$ cat config.mk
export PLATFORM = sky130hd
export DESIGN_NAME = tl45_wb_arbiter
export DESIGN_NICKNAME = d
export VERILOG_FILES = /design/src/rtl/tl45_wb_pkg.sv /design/src/rtl/tl45_wb_watchdog.sv /design/src/rtl/tl45_wb_arbiter.sv
export SDC_FILE = /design/constraint.sdc
export NUM_CORES = 1
export LEC_CHECK = 0
export ABC_AREA = 1
export BUFFER_PORTS_ARGS = -buffer_cell sky130_fd_sc_hd__buf_2
export CORE_AREA = 4 4 121 123
export CTS_CLUSTER_DIAMETER = 30
export DETAILED_ROUTE_END_ITERATION = 10
export DIE_AREA = 0 0 125 127
export PLACE_DENSITY = 0.57
export SKIP_CTS_REPAIR_TIMING = 1
export SYNTH_ARGS = -nofsm -noshare
export SYNTH_HDL_FRONTEND = slang
export SYNTH_SLANG_ARGS = --single-unit
$ cat constraint.sdc
create_clock -name i_clk -period 2.42 [get_ports i_clk]
set_input_delay 0.726 -clock i_clk [delete_from_list [all_inputs] [get_ports i_clk]]
set_output_delay 0.726 -clock i_clk [all_outputs]
set_load 0.02 [all_outputs]
$ cat src/rtl/tl45_wb_pkg.sv
`default_nettype none
// ============================================================================
// Module      : tl45_wb_pkg
// Description : Shared Wishbone widths and arbiter state encoding.
// Revision    : 1.0 - initial release
// ============================================================================
package tl45_wb_pkg;

  localparam int WB_AW = 30;
  localparam int WB_DW = 32;
  localparam int WB_SW = 4;

  typedef enum logic [1:0] {
    ARB_IDLE   = 2'd0,
    ARB_GRANT0 = 2'd1,
    ARB_GRANT1 = 2'd2,
    ARB_ABORT  = 2'd3
  } arb_state_t;

endpackage
`default_nettype wire

$ cat src/rtl/tl45_wb_watchdog.sv
`default_nettype none
// ============================================================================
// Module      : tl45_wb_watchdog
// Description : Saturating wait-cycle counter; flags the cycle in which a
//               counted wait would reach TIMEOUT_CYCLES. 0 disables it.
// Revision    : 1.0 - initial release
// ============================================================================
module tl45_wb_watchdog #(
  parameter int TIMEOUT_CYCLES = 255,
  parameter int TW             = 8
) (
  input  logic i_clk,
  input  logic i_reset,
  input  logic i_clear,
  input  logic i_count,
  output logic o_expired
);

  generate
    if (TIMEOUT_CYCLES == 0) begin : g_disabled
      logic w_unused;
      assign w_unused  = &{1'b0, i_clk, i_reset, i_clear, i_count};
      assign o_expired = 1'b0;
    end else begin : g_enabled
      localparam logic [TW-1:0] C_LIMIT = TW'(TIMEOUT_CYCLES);
      localparam logic [TW-1:0] C_MAX   = {TW{1'b1}};

      logic [TW-1:0] r_count;
      logic [TW:0]   w_count_next;

      // Count wait cycles; clear on any response or when the bus is released
      always_ff @(posedge i_clk) begin
        if (i_reset || i_clear) begin
          r_count <= '0;
        end else if (i_count && (r_count != C_MAX)) begin
          r_count <= r_count + 1'b1;
        end
      end

      // Expire in the cycle whose counted wait brings the total to the limit
      assign w_count_next = {1'b0, r_count} + {{TW{1'b0}}, 1'b1};
      assign o_expired    = i_count && (w_count_next >= {1'b0, C_LIMIT});
    end
  endgenerate

endmodule
`default_nettype wire

$ cat src/rtl/tl45_wb_arbiter.sv
`default_nettype none
// ============================================================================
// Module      : tl45_wb_arbiter
// Description : Two-master to one-slave pipelined Wishbone arbiter. Master 0
//               is instruction fetch, master 1 is the data stage. Grant is
//               held for a whole bus cycle; a watchdog aborts hung cycles.
// Revision    : 1.0 - initial release
// ============================================================================
module tl45_wb_arbiter
  import tl45_wb_pkg::*;
#(
  parameter int OPT_ROUND_ROBIN = 0,
  parameter int TIMEOUT_CYCLES  = 255,
  parameter int TW              = 8
) (
  input  logic             i_clk,
  input  logic             i_reset,
  input  logic             i_m0_cyc,
  input  logic             i_m0_stb,
  input  logic             i_m0_we,
  input  logic [WB_AW-1:0] i_m0_addr,
  input  logic [WB_DW-1:0] i_m0_data,
  input  logic [WB_SW-1:0] i_m0_sel,
  output logic             o_m0_ack,
  output logic             o_m0_stall,
  output logic             o_m0_err,
  output logic [WB_DW-1:0] o_m0_data,
  input  logic             i_m1_cyc,
  input  logic             i_m1_stb,
  input  logic             i_m1_we,
  input  logic [WB_AW-1:0] i_m1_addr,
  input  logic [WB_DW-1:0] i_m1_data,
  input  logic [WB_SW-1:0] i_m1_sel,
  output logic             o_m1_ack,
  output logic             o_m1_stall,
  output logic             o_m1_err,
  output logic [WB_DW-1:0] o_m1_data,
  output logic             o_wb_cyc,
  output logic             o_wb_stb,
  output logic             o_wb_we,
  output logic [WB_AW-1:0] o_wb_addr,
  output logic [WB_DW-1:0] o_wb_data,
  output logic [WB_SW-1:0] o_wb_sel,
  input  logic             i_wb_ack,
  input  logic             i_wb_stall,
  input  logic             i_wb_err,
  input  logic [WB_DW-1:0] i_wb_data,
  output logic [1:0]       o_grant
);

  arb_state_t r_state;
  arb_state_t w_next_state;
  // Master that holds the bus (or held it last, while idle); 1 after reset
  logic       r_owner;
  logic       r_abort_first;
  logic       w_owner_cyc;
  logic       w_in_grant;
  logic       w_tie_m0;
  logic       w_expired;
  logic       w_wd_count;
  logic       w_wd_clear;

  assign w_owner_cyc = r_owner ? i_m1_cyc : i_m0_cyc;
  assign w_in_grant  = (r_state == ARB_GRANT0) || (r_state == ARB_GRANT1);
  assign w_tie_m0    = (OPT_ROUND_ROBIN != 0) && r_owner;

  // Write-side paths follow the owner; cyc/stb gating makes them meaningful
  assign o_wb_addr = r_owner ? i_m1_addr : i_m0_addr;
  assign o_wb_data = r_owner ? i_m1_data : i_m0_data;
  assign o_wb_sel  = r_owner ? i_m1_sel  : i_m0_sel;
  assign o_wb_we   = w_in_grant && (r_owner ? i_m1_we : i_m0_we);
  assign o_m0_data = i_wb_data;
  assign o_m1_data = i_wb_data;

  assign w_wd_count = o_wb_cyc && !i_wb_ack && !i_wb_err;
  assign w_wd_clear = !w_in_grant || i_wb_ack || i_wb_err;

  tl45_wb_watchdog #(
    .TIMEOUT_CYCLES(TIMEOUT_CYCLES),
    .TW            (TW)
  ) u_watchdog (
    .i_clk    (i_clk),
    .i_reset  (i_reset),
    .i_clear  (w_wd_clear),
    .i_count  (w_wd_count),
    .o_expired(w_expired)
  );

  // State register, owner tracking and one-shot abort error flag
  always_ff @(posedge i_clk) begin
    if (i_reset) begin
      r_state       <= ARB_IDLE;
      r_owner       <= 1'b1;
      r_abort_first <= 1'b0;
    end else begin
      r_state       <= w_next_state;
      if ((r_state == ARB_IDLE) && (w_next_state != ARB_IDLE)) begin
        r_owner <= (w_next_state == ARB_GRANT1);
      end
      r_abort_first <= (w_next_state == ARB_ABORT) && (r_state != ARB_ABORT);
    end
  end

  // Next-state: arbitrate from idle, hold while CYC, abort on watchdog expiry
  always_comb begin
    w_next_state = r_state;
    case (r_state)
      ARB_IDLE: begin
        if (i_m0_cyc && i_m1_cyc) begin
          w_next_state = w_tie_m0 ? ARB_GRANT0 : ARB_GRANT1;
        end else if (i_m1_cyc) begin
          w_next_state = ARB_GRANT1;
        end else if (i_m0_cyc) begin
          w_next_state = ARB_GRANT0;
        end
      end
      ARB_GRANT0: begin
        if (!i_m0_cyc)     w_next_state = ARB_IDLE;
        else if (w_expired) w_next_state = ARB_ABORT;
      end
      ARB_GRANT1: begin
        if (!i_m1_cyc)     w_next_state = ARB_IDLE;
        else if (w_expired) w_next_state = ARB_ABORT;
      end
      ARB_ABORT: begin
        if (!w_owner_cyc) w_next_state = ARB_IDLE;
      end
      default: w_next_state = ARB_IDLE;
    endcase
  end

  // Bus-side and master-side handshakes decoded from the current state
  always_comb begin
    o_wb_cyc   = 1'b0;
    o_wb_stb   = 1'b0;
    o_grant    = 2'b00;
    o_m0_ack   = 1'b0;
    o_m0_err   = 1'b0;
    o_m0_stall = 1'b1;
    o_m1_ack   = 1'b0;
    o_m1_err   = 1'b0;
    o_m1_stall = 1'b1;
    case (r_state)
      ARB_GRANT0: begin
        o_wb_cyc   = i_m0_cyc;
        o_wb_stb   = i_m0_cyc && i_m0_stb;
        o_grant    = 2'b01;
        o_m0_ack   = i_wb_ack;
        o_m0_err   = i_wb_err;
        o_m0_stall = i_wb_stall;
      end
      ARB_GRANT1: begin
        o_wb_cyc   = i_m1_cyc;
        o_wb_stb   = i_m1_cyc && i_m1_stb;
        o_grant    = 2'b10;
        o_m1_ack   = i_wb_ack;
        o_m1_err   = i_wb_err;
        o_m1_stall = i_wb_stall;
      end
      ARB_ABORT: begin
        o_grant = r_owner ? 2'b10 : 2'b01;
        if (r_owner) o_m1_err = r_abort_first;
        else         o_m0_err = r_abort_first;
      end
      default: ;
    endcase
  end

endmodule
`default_nettype wire

# Yosys cells after proc, flatten, opt, wreduce, memory -nomap -nowiden
# Cells that the tools add are included.
# totals
register_bits	12
inputBits	175
output_inout_bits	141
word_cells	58
# classes
addsub	2
order_cmp	1
n_eq_ne	7
muxes	25
reduce_logical	19
# op_table
op	count
$mux 32	1
$mux 30	1
$mux 2	8
$logic_and 1x1->1	10
$add 8x1->9 const B	1
$ge 9x8->1 const B	1
$add 8x1->8 const B	1
$eq 2x2->1 const B	4
$mux 1	8
$ne 8x8->1 const B	1
$pmux 1 s2	4
$pmux 2 s4	1
$pmux 2 s3	1
$logic_or 1x1->1	4
$mux 4	1
$logic_not 1->1	3
$eq 2x1->1 const B	1
$logic_not 2->1	1
$ne 2x2->1 const B	1
$reduce_bool 2->1	1

# Longest topological paths before layout
# logic_depth
ltp_word	10
depth_mapped	13
ltp_nobuf	13

# Modules after synthesis
# From an unflattened synthesis, not the netlist that was laid out.
# unflattened
hier_cells	419
hier_area_um2	2193.4
# by_module_without_submodules
module	instances	cells_per_inst	area_each_um2	seq_area_each_um2
tl45_wb_arbiter	1	344	1691.6	80.1
tl45_wb_watchdog	1	75	501.7	160.2

# Worst setup path after synthesis
# OpenSTA, ideal clock, no wires.
# synth_path
kind	input -> output
startpoint	in i_m0_cyc
endpoint	out o_wb_cyc
arrival_time_ns	1.294
t_required_ns	1.694
slack_ns	0.400
cell_stages	4
n_path_buf	0
path_cell_list	inv_2 > o22ai_1 > inv_2 > nor2_1
# synth_between
elab_chain_len	1
# synth_lines
item	line_no	text
start, declared	tl45_wb_arbiter.sv:18	input logic i_m0_cyc,
$pmux 1 s2	tl45_wb_arbiter.sv:143	case (r_state)
end, declared	tl45_wb_arbiter.sv:38	output logic o_wb_cyc,
# Every way passes these cells.

# Final worst setup path
# layout_path
startpoint	reg r_state[1]
endpoint	out o_wb_cyc
# layout_between
elab_chain_len	2
word_cells_on_any_way	3
cone_classes	eq/ne: 2; mux: 1
# layout_lines
item	line_no	text
start, declared	tl45_wb_arbiter.sv:51	arb_state_t r_state;
start signal, assigned	tl45_wb_arbiter.sv:96	r_state <= w_next_state;
$eq 2x2->1 or $eq 2x1->1 (tied branches)	tl45_wb_arbiter.sv:143	
$pmux 1 s2 *	tl45_wb_arbiter.sv:143	
# Every way passes the cells marked *; elsewhere a longest branch is shown, timed or not.

==> flow_summary.json <==
{
  "cp.required_ns": 1.69,
  "dp_hpwl_um": 8100,
  "multiInputGateArea_mm2": 0.00129,
  "crit_path_frequent_cell": "inv_2",
  "track_usage_pct": 10.7,
  "overflow": 0,
  "grt_pass1_vias": 2608,
  "cts_tree": "built",
  "port_buffers": 219,
  "fillers": 1615,
  "drt-initial-drc-count": 95,
  "status": "completed",
  "htree_levels": 1,
  "place_ws_ns": 0.277,
  "core_area_mm2": 0.0137,
  "worst-setup-path-type": "reg -> out",
  "ff_latch_area_um2": 244,
  "drive_gt1_share_pct": 43.9,
  "hold_class": "reg -> reg",
  "synth_top_area_cell": "nand2_1",
  "hold_viol": 0,
  "start_util_pct": 15.9,
  "finalWeightedCongestion": 0.781,
  "yosysWarnings": 0,
  "vias": 2833,
  "synth-seq-area-share_pct": 11.0,
  "drc": 0,
  "numCtsBuffers": 3,
  "netlist.area_leader.share_pct": 38.8,
  "insertion_delay_ns": 0.24,
  "worst_slack_ns": 0.190,
  "fp-row-count": 43,
  "io_pins": 316,
  "crit_path_end_kind": "output pin",
  "wirelength_um": 9370,
  "startpoint_type": "flip-flop",
  "viasPerCell": 3.81,
  "syn_area_mm2": 0.00217,
  "crit_arrival_ns": 1.50,
  "ys_types": 25,
  "cts.sinks": 12,
  "powerDensity_mw_per_mm2": 402,
  "fin_nets": 745,
  "ys_seq_elements": 12,
  "max-slew-margin-rel_pct": 67.9,
  "max_freq_mhz": 448,
  "cts_root_buf": "clkbuf_16",
  "maxCapViolations": 0,
  "postSynthAreaPerCell_um2": 5.24,
  "rsz0062_at_grt": "false",
  "setup_viol": 0,
  "cpPeakStageDelay_ns": 0.35,
  "wl_per_cell_um": 12.6,
  "drt-pass1-iter-count": 4,
  "clk_pin_slew_ns": 0.05,
  "synthCells": 415,
  "synthTopCellsByArea": "nand2_1 39%, buf_4 22%, dfxtp_1 11%, ha_1 3.5%, inv_1 3.1%",
  "n_antenna_cell": 0,
  "path_max_fanout": 7,
  "drv_slew": 0,
  "grt_pass1_wl_um": 13800,
  "leakagePower_nw": 1.91,
  "finalCritPeriodShare_pct": 92.2,
  "fp.dieW_um": 125,
  "tns_ns": 0,
  "clockBufferDepth": 2,
  "dieArea_mm2": 0.0159,
  "skew_ns": 0.00329,
  "worst_pin_slew_ns": 0.479,
  "ir_worst_vdd_mv": 0.180,
  "antenna_left": 0,
  "syn-num-nets": 596,
  "antenna_found_initial": 0,
  "area_growth_pct": 42.2,
  "grt_max_degree": 46,
  "crit_chain": "inv_1 > ha_1 > inv_2 > o22ai_1 > inv_2 > nor2_1 > buf_2",
  "period_needed_ns": 2.23,
  "die_y_um": 127,
  "slowest_stage": "dfxtp_2"
}
final timing paths:
| check | startpoint | end | slack [ns] | cells past startpoint |
|---|---|---|---|---|
| worst max-delay path | r_state[1] | o_wb_cyc | 0.19 | 7 |
| worst min register to register | u_watchdog.g_enabled.r_count[6] | u_watchdog.g_enabled.r_count[6] | 0.48 | 2 |
| worst min-delay path | u_watchdog.g_enabled.r_count[6] | u_watchdog.g_enabled.r_count[6] | 0.48 | 2 |
| worst max register to register | r_state[0] | u_watchdog.g_enabled.r_count[7] | 0.50 | 8 |
worst max-delay path, delay by kind of cell (launching register included):
kind	cells	cell delay, ns
adders and majority gates	1	0.23
and+or+nand+nor	1	0.09
DFF	1	0.35
buffers and inverters	4	0.41
AOI/OAI and AO/OA	1	0.19
synthesized netlist by cell type:
cell / n
nand4_1: 2
o21bai_1: 2
nand3_1: 8
nand2_2: 3
inv_1: 18
buf_2: 2
nor2_4: 1
o22ai_1: 3
inv_2: 8
nand3b_1: 1
o21ai_0: 4
a211oi_1: 1
clkbuf_1: 13
a21oi_1: 13
nor2_1: 16
dfxtp_1: 12
a21oi_2: 1
nand3_2: 2
nand2_1: 225
buf_4: 65
o21ai_1: 6
nor2_8: 1
a21boi_1: 1
ha_1: 6
o211ai_1: 1
sequential cells by signal, indices dropped and copies added, names as in the netlist:
register / count
r_abort_first: 1
r_owner: 1
r_state: 2
u_watchdog.g_enabled.r_count: 8
cells by family (layout without fill, tap and decap cells):
group / Yosys count / after routing / share of synthesized area, %
and+or+nand+nor: 259 / 259 / 47.6
buffers and inverters: 106 / 254 / 29.6
AOI/OAI and AO/OA: 32 / 32 / 8.29
DFF: 12 / 12 / 11.0
adders and majority gates: 6 / 6 / 3.45
stage by stage:
stage,total power [mW],hold WS [ns],instances,area [um2],utilization [%]
after CTS,1.26,0.484,743,3090,22.6
after detailed placement,0.912,0.478,739,3000,22.0
after global placement,0.912,0.468,739,3000,22.0
final,1.24,0.478,743,3090,22.6
after floorplan,0.751,0.450,415,2170,-
after global routing,1.33,0.531,743,3090,22.6
per-layer routing:
layer / GRT usage (%) / share of wire, %
met5: 0 / 0
met4: 4.72 / 3.2
met3: 2.97 / 9.7
met2: 16.8 / 45
met1: 13.6 / 42
final cells by class:
type                    count  area share (%)
flip-flops and latches     12            7.89
multi-input cells         297            41.7
inverters                  26            3.16
well taps                 180            7.28
clock buffers               4            2.87
repair buffers            224            37.1
cells in the final DEF (no fill, tap or decap), types with 2 or more instances in the layout:
cell	Yosys	final
nand2_2	3	3
buf_2	2	219
o21ai_1	6	6
inv_2	8	8
dfxtp_1	12	9
nor2_1	16	16
dfxtp_2	0	3
buf_4	65	4
a21oi_1	13	13
o22ai_1	3	3
inv_1	18	18
ha_1	6	6
o21ai_0	4	4
nand3_2	2	2
o21bai_1	2	2
clkbuf_16	0	3
nand2_1	225	225
nand3_1	8	8
nand4_1	2	2
where the power goes:
part	leakage (nW)	switching (mW)	internal, mW
combinational	1.77	0.434	0.254
clock	0.0442	0.0924	0.250
sequential	0.0976	0.00730	0.205
No activity file was read; power rests on OpenSTA's default activity.
